**config.mk**
```make
export PLATFORM = sky130hd
export DESIGN_NAME = present_enc_core_flat
export DESIGN_NICKNAME = d
export VERILOG_FILES = /design/src/rtl/present_enc_core_if.sv /design/src/rtl/present_enc_core.sv /design/src/flat_wrapper.sv
export SDC_FILE = /design/constraint.sdc
export NUM_CORES = 1
export LEC_CHECK = 0
export BUFFER_PORTS_ARGS = -buffer_cell sky130_fd_sc_hd__buf_2
export CELL_PAD_IN_SITES_DETAIL_PLACEMENT = 0
export CELL_PAD_IN_SITES_GLOBAL_PLACEMENT = 2
export CORE_UTILIZATION = 25
export DETAILED_ROUTE_END_ITERATION = 7
export GPL_ROUTABILITY_DRIVEN = 0
export PLACE_DENSITY_LB_ADDON = 0.1
export SKIP_LAST_GASP = 1
export SLEW_MARGIN = 10
export SYNTH_ARGS = -nofsm -noshare
export SYNTH_HDL_FRONTEND = slang
export SYNTH_SLANG_ARGS = --single-unit
```
**constraint.sdc**
```tcl
create_clock -name clk -period 2.7 [get_ports clk]
set_clock_uncertainty 0.1 [all_clocks]
set_input_delay 0.54 -clock clk [delete_from_list [all_inputs] [get_ports clk]]
set_output_delay 0.54 -clock clk [all_outputs]
set_load 0.05 [all_outputs]
```
**src/rtl/present_enc_core_if.sv**
```systemverilog
// present_enc_core_if: block handshake and key-scheduler signals of the PRESENT-80 core.
// Ports (core view, slave modport):
//   start, plaintext_in[63:0], key_in[79:0]      block request from the top level
//   ready, ct_valid, ciphertext_out[63:0]        handshake status and result
//   ks_key[79:0], ks_load, ks_enb, ks_count[4:0] controls driven into the key scheduler
//   round_key[63:0]                              round key K_i returned by the scheduler
interface present_enc_core_if;
  localparam int unsigned BLOCK_W = 64;
  localparam int unsigned KEY_W   = 80;
  localparam int unsigned CNT_W   = 5;

  logic               start;
  logic [BLOCK_W-1:0] plaintext_in;
  logic [KEY_W-1:0]   key_in;
  logic               ready;
  logic               ct_valid;
  logic [BLOCK_W-1:0] ciphertext_out;
  logic [KEY_W-1:0]   ks_key;
  logic               ks_load;
  logic               ks_enb;
  logic [CNT_W-1:0]   ks_count;
  logic [BLOCK_W-1:0] round_key;

  // Requester plus key scheduler side.
  modport master (
    output start, plaintext_in, key_in, round_key,
    input  ready, ct_valid, ciphertext_out, ks_key, ks_load, ks_enb, ks_count
  );

  // Encryption core side.
  modport slave (
    input  start, plaintext_in, key_in, round_key,
    output ready, ct_valid, ciphertext_out, ks_key, ks_load, ks_enb, ks_count
  );
endinterface

```
**src/rtl/present_enc_core.sv**
```systemverilog
// present_enc_core: PRESENT-80 encryption datapath and round controller.
// One block per start handshake: LOAD primes the key scheduler, 31 rounds of
// addRoundKey/sBox/pLayer follow, and FINAL whitens with K32 and pulses ct_valid.
// Ports:
//   clk  rising-edge clock
//   rst  synchronous active-high reset
//   bus  present_enc_core_if.slave (handshake, result, key-scheduler controls)
module present_enc_core (
  input  logic              clk,
  input  logic              rst,
  present_enc_core_if.slave bus
);
  localparam int unsigned BLOCK_W    = 64;
  localparam int unsigned KEY_W      = 80;
  localparam int unsigned CNT_W      = 5;
  localparam int unsigned LAST_ROUND = 31;

  localparam logic [1:0] IDLE  = 2'd0;
  localparam logic [1:0] LOAD  = 2'd1;
  localparam logic [1:0] ROUND = 2'd2;
  localparam logic [1:0] FINAL = 2'd3;

  logic [1:0]         fsm_q, fsm_d;
  logic [BLOCK_W-1:0] data_q, data_d;
  logic [BLOCK_W-1:0] ct_q, ct_d;
  logic               ct_valid_q, ct_valid_d;
  logic               ready_q, ready_d;
  logic [KEY_W-1:0]   ks_key_q, ks_key_d;
  logic               ks_load_q, ks_load_d;
  logic               ks_enb_q, ks_enb_d;
  logic [CNT_W-1:0]   ks_count_q, ks_count_d;

  // 4-bit PRESENT S-box.
  function automatic logic [3:0] sbox4(input logic [3:0] x);
    logic [3:0] y;
    case (x)
      4'h0: y = 4'hC;
      4'h1: y = 4'h5;
      4'h2: y = 4'h6;
      4'h3: y = 4'hB;
      4'h4: y = 4'h9;
      4'h5: y = 4'h0;
      4'h6: y = 4'hA;
      4'h7: y = 4'hD;
      4'h8: y = 4'h3;
      4'h9: y = 4'hE;
      4'hA: y = 4'hF;
      4'hB: y = 4'h8;
      4'hC: y = 4'h4;
      4'hD: y = 4'h7;
      4'hE: y = 4'h1;
      default: y = 4'h2;
    endcase
    return y;
  endfunction

  // sBox layer followed by pLayer; bit j lands on (16*j) mod 63, bit 63 is fixed.
  function automatic logic [BLOCK_W-1:0] sp_layer(input logic [BLOCK_W-1:0] x);
    logic [BLOCK_W-1:0] s;
    logic [BLOCK_W-1:0] p;
    for (int unsigned n = 0; n < 16; n++) begin
      s[4*n +: 4] = sbox4(x[4*n +: 4]);
    end
    p = '0;
    for (int unsigned j = 0; j < 63; j++) begin
      p[6'((16 * j) % 63)] = s[6'(j)];
    end
    p[63] = s[63];
    return p;
  endfunction

  // State register.
  always_ff @(posedge clk) begin
    if (rst) begin
      fsm_q      <= IDLE;
      data_q     <= '0;
      ct_q       <= '0;
      ct_valid_q <= 1'b0;
      ready_q    <= 1'b1;
      ks_key_q   <= '0;
      ks_load_q  <= 1'b0;
      ks_enb_q   <= 1'b0;
      ks_count_q <= '0;
    end else begin
      fsm_q      <= fsm_d;
      data_q     <= data_d;
      ct_q       <= ct_d;
      ct_valid_q <= ct_valid_d;
      ready_q    <= ready_d;
      ks_key_q   <= ks_key_d;
      ks_load_q  <= ks_load_d;
      ks_enb_q   <= ks_enb_d;
      ks_count_q <= ks_count_d;
    end
  end

  // Next-state and registered-output logic.
  always_comb begin
    fsm_d      = fsm_q;
    data_d     = data_q;
    ct_d       = ct_q;
    ct_valid_d = 1'b0;
    ready_d    = ready_q;
    ks_key_d   = ks_key_q;
    ks_load_d  = 1'b0;
    ks_enb_d   = ks_enb_q;
    ks_count_d = ks_count_q;

    case (fsm_q)
      IDLE: begin
        if (bus.start) begin
          data_d    = bus.plaintext_in;
          ks_key_d  = bus.key_in;
          ks_load_d = 1'b1;
          ready_d   = 1'b0;
          fsm_d     = LOAD;
        end
      end
      LOAD: begin
        ks_enb_d   = 1'b1;
        ks_count_d = CNT_W'(1);
        fsm_d      = ROUND;
      end
      ROUND: begin
        data_d = sp_layer(data_q ^ bus.round_key);
        if (ks_count_q == CNT_W'(LAST_ROUND)) begin
          ks_count_d = '0;
          fsm_d      = FINAL;
        end else begin
          ks_count_d = ks_count_q + CNT_W'(1);
        end
      end
      default: begin
        // FINAL: whiten with K32. The edge that ends FINAL also accepts a new
        // block so back-to-back blocks run every 33 cycles.
        ct_d       = data_q ^ bus.round_key;
        ct_valid_d = 1'b1;
        ks_enb_d   = 1'b0;
        if (bus.start) begin
          data_d    = bus.plaintext_in;
          ks_key_d  = bus.key_in;
          ks_load_d = 1'b1;
          ready_d   = 1'b0;
          fsm_d     = LOAD;
        end else begin
          ready_d = 1'b1;
          fsm_d   = IDLE;
        end
      end
    endcase
  end

  assign bus.ready          = ready_q;
  assign bus.ct_valid       = ct_valid_q;
  assign bus.ciphertext_out = ct_q;
  assign bus.ks_key         = ks_key_q;
  assign bus.ks_load        = ks_load_q;
  assign bus.ks_enb         = ks_enb_q;
  assign bus.ks_count       = ks_count_q;
endmodule

```
**src/flat_wrapper.sv**
```systemverilog
// flat-port wrapper written by rule: the top's interface ports become plain ports
module present_enc_core_flat 
  (clk, rst, bus_start, bus_plaintext_in, bus_key_in, bus_round_key, bus_ready, bus_ct_valid, bus_ciphertext_out, bus_ks_key, bus_ks_load, bus_ks_enb, bus_ks_count);
  present_enc_core_if bus_i ();
  input  logic clk;
  input  logic rst;
  input wire logic [$bits(bus_i.start)-1:0] bus_start;
  input wire logic [$bits(bus_i.plaintext_in)-1:0] bus_plaintext_in;
  input wire logic [$bits(bus_i.key_in)-1:0] bus_key_in;
  input wire logic [$bits(bus_i.round_key)-1:0] bus_round_key;
  output wire logic [$bits(bus_i.ready)-1:0] bus_ready;
  output wire logic [$bits(bus_i.ct_valid)-1:0] bus_ct_valid;
  output wire logic [$bits(bus_i.ciphertext_out)-1:0] bus_ciphertext_out;
  output wire logic [$bits(bus_i.ks_key)-1:0] bus_ks_key;
  output wire logic [$bits(bus_i.ks_load)-1:0] bus_ks_load;
  output wire logic [$bits(bus_i.ks_enb)-1:0] bus_ks_enb;
  output wire logic [$bits(bus_i.ks_count)-1:0] bus_ks_count;
  assign bus_i.start = bus_start;
  assign bus_i.plaintext_in = bus_plaintext_in;
  assign bus_i.key_in = bus_key_in;
  assign bus_i.round_key = bus_round_key;
  assign bus_ready = bus_i.ready;
  assign bus_ct_valid = bus_i.ct_valid;
  assign bus_ciphertext_out = bus_i.ciphertext_out;
  assign bus_ks_key = bus_i.ks_key;
  assign bus_ks_load = bus_i.ks_load;
  assign bus_ks_enb = bus_i.ks_enb;
  assign bus_ks_count = bus_i.ks_count;
  present_enc_core u_core (.clk(clk), .rst(rst), .bus(bus_i));
endmodule
```
==> summary.md, run 1 <==
| Metric | Value |
|---|---|
| Dpl ws | 113.9 ps |
| Drt wl/cell | 19.31 microns |
| Maximum VDD drop | 641.7 uV |
| Final instance area | 14,880 sq um |
| Static Leak | 6.537 nW |
| Core Util, Final | 0.3365 |
| Syn-to-layout area delta | 32.69% |
| Initial antenna violation count | 7 |
| Core Footprint | 44,220 sq um |
| DIE WIDTH | 213.8 microns |
| Clock Pin Slew Worst Setup and Hold Paths | 60 ps |
| CTS tree | yes |
| Routed vias | 10,440 |
| Share of cells above drive strength 1 | 0.3114 |
| DR DRC count | 0 |
| Final Hold Fails | 0 |
| Synth cell types | 51 |
| Total Die Area | around 46,000 sq um |
| CTS HTree Levels | 1 |
| Pwr dens | 1163 nW/um^2 |
| Hold Buf Count CTS | 0 |
| Slew @ Worst Pin | 1057 ps |
| Final ANT Viol Nets | 0 |
| Fin crit share | 0.8621 |
| Minimum clock period | 2328 ps |
| Ports | 364 |
| Synthesized area | between 10,000 and 15,000 sq um |
| CP endpoint kind | flop |
| Max-slew violation count | 0 |
| Ranking of synthesized cells by area | dfxtp_1, nand2_1, ha_1 |
| Skew-Pair Late Insertion Delay | roughly 560 ps |
| First-pass GRT wire length | approximately 63,000 microns |
| Post-DP HPWL | 31,070 microns |
| Yosys reg bits | 219 |
| 1st-iter DRT viols | 550 |
| Longest Clk Path Bufs | 3 |
| Crit Path Class | flop to flop |
| Gate count after technology mapping | between 1,000 and 1,500 |
| Rows | 77 |
| Post-CTS Resized | 0 |
| Detailed Routing Iterations Pass 1 | 5 |
| Total power | 17.30 mW |
| Starting Density | 0.2536 |
| Max-cap violations | 0 |
| Top_reg_cell synth | dfxtp_1 |
| Unrepaired setup endpoints after global routing | no |
| Ys async rst share | 0 |
| Syn_area_per_cell | 8.790 sq um |
| PortBufs | 363 |
| Post-CTS Setup Bufs | 0 |
| DP Area | 13,930 sq um |
| Run status | completed |
| Vias in the first global route | 9,747 |
| Yosys top cell area share | 0.3909 |
| Max Fclk | roughly 430 MHz |
| Post-synth EDFFs | 0 |
| Post-synth net total | 1,541 |
| Crit-path max FO | 16 |
| CTS Sinks | 219 |
| Most frequent cells in the layout | buf_2, dfxtp_1, nand2_1 |
| Final #Nets | 1,900 |
| Worst Setup Slack, final | approximately 370 ps |
| Root Buffer | clkbuf_16 |
| HP Class | input port to flop |
| Routed WL | between 40,000 and 50,000 microns |
| Largest net degree at the start of global routing | 190 |
| Final setup vio count | 0 |
| Most common cell after layout, fill and taps aside | buf_2 |
| CTS Buf Count | 28 |
| Seq/Total Area, Yosys | 0.3909 |
| Max_slew headroom | 0.2951 |
| Post-synth top area cell | dfxtp_1 |
| Critical Path RT | 3080 ps |
| Die height | roughly 210 microns |
| Total global-route track usage | 0.1830 |
| DR vias/cell | 4.633 |
| Yosys warns | 0 |
| Grt ovf | 0 |
| Startpoint types | flop |
| WP data arrival | roughly 2700 ps |
| Setup TNS | 0 ps |
[through the flow]
step	std cells	hold slack [ps]
floorplan	1276	354.9
global placement	2197	338.7
detailed placement	2197	343.7
CTS	2249	73.86
global route	2249	96.40
finish	2253	117.1
[path summary, 6_finish.rpt]
check | from | endpoint | slack (ps) | depth (start not counted)
worst max-delay path | u_core.fsm_q[0]$_SDFFE_PP0P_ | u_core.data_q[25]$_SDFFE_PP0P_ | 370 | 7
worst min-delay path | bus_key_in[7] | u_core.bus.ks_key[7]$_SDFFE_PP0P_ | 120 | 3
worst max register to register | u_core.fsm_q[0]$_SDFFE_PP0P_ | u_core.data_q[25]$_SDFFE_PP0P_ | 370 | 7
worst min register to register | u_core.bus.ks_key[60]$_SDFFE_PP0P_ | u_core.bus.ks_key[60]$_SDFFE_PP0P_ | 350 | 2
[worst max-delay path: stages, from the launching register on]
cell     delay [ps]
dfxtp_1         420
inv_1            90
ha_2            200
o21ba_2         220
nor2_2          650
buf_4           380
a32oi_1          80
o21ai_1          90
[area by class of cell]
cell class / count / area (sq um)
antenna: 4 / 10.01
timing repair buffer: 411 / 2271
fill: 4730 / 29340
multi-input combinational: 894 / 6232
clock inverter: 6 / 80.08
clock buffer: 46 / 859.6
inverter: 81 / 304.0
tap: 592 / 740.7
sequential: 219 / 4384
[sequential cells by signal, indices dropped and copies added, names as in the netlist]
name                       count
u_core.fsm_q                   2
u_core.bus.ct_valid            1
u_core.data_q                 64
u_core.bus.ciphertext_out     64
u_core.bus.ks_load             1
u_core.bus.ready               1
u_core.bus.ks_enb              1
u_core.bus.ks_key             80
u_core.bus.ks_count            5
[synth_stat cells, types with 9 or more instances]
cell,instances
o21ai_1,26
a32oi_1,24
inv_1,76
a21oi_1,111
xnor2_1,52
nand2b_1,9
dfxtp_1,219
ha_1,54
a211oi_1,84
mux4_2,23
nand3_1,16
a311oi_1,10
mux2i_1,29
xor2_1,12
o21ai_0,20
clkbuf_1,69
nor2_1,106
and3_1,13
xnor2_2,16
nand2_1,194
nor4_1,9
[layer usage]
layer	up-vias	wire length, microns	global-route usage
li1	5213	-	-
met1	4941	20510	0.2563
met2	229	19980	0.2911
met3	45	2202	0.03588
met4	10	752	0.03473
met5	-	57	0
[logic make-up after synthesis]
family	share of synthesized area
AND/OR/NAND/NOR	0.1401
AO/OA/AOI/OAI	0.1837
flip-flops	0.3909
buffers and inverters	0.05589
XOR/XNOR	0.07898
multiplexers	0.09014
adder cells (fa/ha/maj)	0.06024
[power breakdown]
group          switching (mW)  internal, mW
Sequential              0.610          4.03
Clock                    1.53          2.35
Combinational            5.66          3.13
Power figures use the tool's default switching activity.
==> run 2, diff against run 1 <==
CORE_MARGIN = 2   (was default)
SLEW_MARGIN = default   (was 10)
==> run 2 against run 1 <==
Against the previous run:
- hold slack worse by 18 ps
- combinational power is 0.7% higher
- first-iteration DRC count up 6.9%
- global-route usage is 0.21 points higher
- non-clock buffer count grew 8
- sequential power barely moved
- worst setup slack better by 39 ps
- wire length grew 2.4%
- sequential cell count is the same
- count of clock-buffer cells in the layout unchanged
- largest power group unchanged
- via count is 0.49% higher
- maximum frequency is 1.7% higher
==> summary.md, run 2 (synthesis gave the netlist of run 1 again) <==
| Metric | Value |
|---|---|
| Run status | completed |
| Sink of the worst hold path | u_core.bus.ks_key[54]$_SDFFE_PP0P_ |
| CP bufs+invs | 1 |
| Minimum clock period | 2289 ps |
| Final #Nets | 1,910 |
| Wire length on met3 | 2200 microns |
| Max_slew headroom | 0.2898 |
| Hold WS | ~100 ps |
| Final setup vio count | 0 |
| Max Fclk | 436.9 MHz |
| Post-DP HPWL | 32,640 microns |
| Most common cell after layout, fill and taps aside | buf_2 |
| Crit path max-delay family | multiplexers |
| CTS HTree Levels | 1 |
| R2R Setup Slk | 410 ps |
| Sequential Power Share | 0.268 |
| Most frequent cells in the layout | buf_2, dfxtp_1, nand2_1 |
| PortBufs | 363 |
| First-pass GRT wire length | 66,130 microns |
| Total Die Area | about 47,000 sq um |
| Setup TNS | 0 ps |
| Vias in the first global route | 10,320 |
| DR DRC count | 0 |
| Maximum VDD drop | 476.6 uV |
| Core Footprint | 44,220 sq um |
| Max-cap violations | 0 |
| Routed wl met2 | between 20,000 and 25,000 microns |
| Crit Path Class | flop to flop |
| Post-CTS Resized | 0 |
| Non-filler cells, final | 2,259 |
| Crit-path max FO | 5 |
| DIE WIDTH | approximately 220 microns |
| Share of cells above drive strength 1 | 0.3149 |
| Switching Power | 7.858 mW |
| Final instance area | approximately 15,000 sq um |
| Final Hold Fails | 0 |
| Placed Instances | approximately 2,200 |
| Longest Clk Path Bufs | 3 |
| CTS Buf Count | 30 |
| Die height | ~220 microns |
| Slowest-stage cell, CP | mux4_2 |
| Drt wl/cell | between 15 and 20 microns |
| Largest net degree at the start of global routing | between 80 and 90 |
| Rows | 77 |
| Syn-to-layout area delta | 33.22% |
| WP data arrival | 2660 ps |
| Worst r2r path cells | 6 |
| Final ANT Viol Nets | 0 |
| Post-CTS Setup Bufs | 0 |
| DR vias/cell | around 4.6 |
| Max incr delay on CP | 470 ps |
| Worst Setup Slack, final | between 400 and 500 ps |
| Startpoint types | flop |
| CTS Sinks | between 200 and 250 |
| Detailed Routing Iterations Pass 1 | 6 |
| Hold_sp | bus_key_in[54] |
| Critical Path RT | around 3000 ps |
| Ports | between 300 and 400 |
| Static Leak | ~6.6 nW |
| Critical-path cell list | xnor2_1 -> inv_1 -> ha_1 -> mux4_2 -> mux2_2 -> a22o_1 |
| Max-slew violation count | 0 |
| Hold Path Cell Cnt | 3 |
| Root Buffer | clkbuf_16 |
| Hold Buf Count CTS | 0 |
| RR Endpoint | u_core.data_q[36]$_SDFFE_PP0P_ |
| Skew-Pair Late Insertion Delay | 580 ps |
| Slew @ Worst Pin | 1065 ps |
| CP endpoint kind | flop |
| Grt ovf | 0 |
| Clock Power Share | 0.224 |
| Wl on met1 | 21,370 microns |
| 1st-iter DRT viols | 588 |
| DP Area | 13,990 sq um |
| Comb pwr share | 0.508 |
| Max reg flops | 80 |
| RR Startpoint | u_core.data_q[17]$_SDFFE_PP0P_ |
| Routed vias | around 10,000 |
| Unrepaired setup endpoints after global routing | no |
| CTS tree | yes |
| Top layer in use | met5 |
| Internal cell power | ~9.6 mW |
| Sw Ratio | 0.4514 |
| Fillers | ~4,700 |
| Starting Density | 0.2536 |
| Clock Pin Slew Worst Setup and Hold Paths | 60 ps |
| Initial antenna violation count | 8 |
| Total global-route track usage | 0.1851 |
| Fin crit share | 0.8476 |
| HP Class | input port to flop |
| Dpl ws | 92.76 ps |
| Routed WL | between 40,000 and 50,000 microns |
| Pwr dens | 1165 nW/um^2 |
## run 2: worst max-delay path by stage
stage | from | end | cells past startpoint
after floorplan | bus_round_key[29] | u_core.data_q[39]$_SDFFE_PP0P_ | 6
final | u_core.data_q[17]$_SDFFE_PP0P_ | u_core.data_q[36]$_SDFFE_PP0P_ | 6
after CTS | u_core.data_q[17]$_SDFFE_PP0P_ | u_core.data_q[36]$_SDFFE_PP0P_ | 6
after detailed placement | bus_round_key[17] | u_core.data_q[36]$_SDFFE_PP0P_ | 7
after global placement | bus_round_key[17] | u_core.data_q[36]$_SDFFE_PP0P_ | 7
after global routing | u_core.fsm_q[0]$_SDFFE_PP0P_ | u_core.data_q[50]$_SDFFE_PP0P_ | 7
## run 2: power groups by stage
stage,clock [mW],sequential (mW),combinational [mW]
2_1_floorplan,0,6.07,4.70
3_3_place_gp,0,4.72,8.90
3_5_place_dp,0,4.73,8.95
4_1_cts,4.03,4.67,9.00
5_1_grt,4.16,4.77,9.72
6_report,3.90,4.66,8.85
## run 2: final cells by class
class	instances	area, sq um	area share
multi-input cells	894	6232	0.4171
flip-flops and latches	219	4384	0.2934
repair buffers	419	2331	0.1560
clock buffers	46	892.1	0.05971
well taps	592	740.7	0.04957
inverters	81	304.0	0.02035
clock inverters	5	50.05	0.003350
diodes	3	7.507	0.0005024
## run 2: metrics by stage
stage            util  power, mW
2_1_floorplan       -      10.77
3_3_place_gp   0.3164      13.62
3_5_place_dp   0.3164      13.68
4_1_cts        0.3377      17.70
5_1_grt        0.3379      18.64
6_report       0.3379      17.41
## run 2: routing by layer
layer | vias up | GRT usage
met2 | 230 | 0.2898
met3 | 64 | 0.03763
met5 | - | 0
met4 | 10 | 0.04299
li1 | 5227 | -
met1 | 4958 | 0.2605
## run 2: worst register-to-register path, cell delays in order (launching register included)
cell	delay, ps
dfxtp_1	320
xnor2_1	340
inv_1	180
ha_1	330
mux4_2	470
mux2_2	270
a22o_1	190
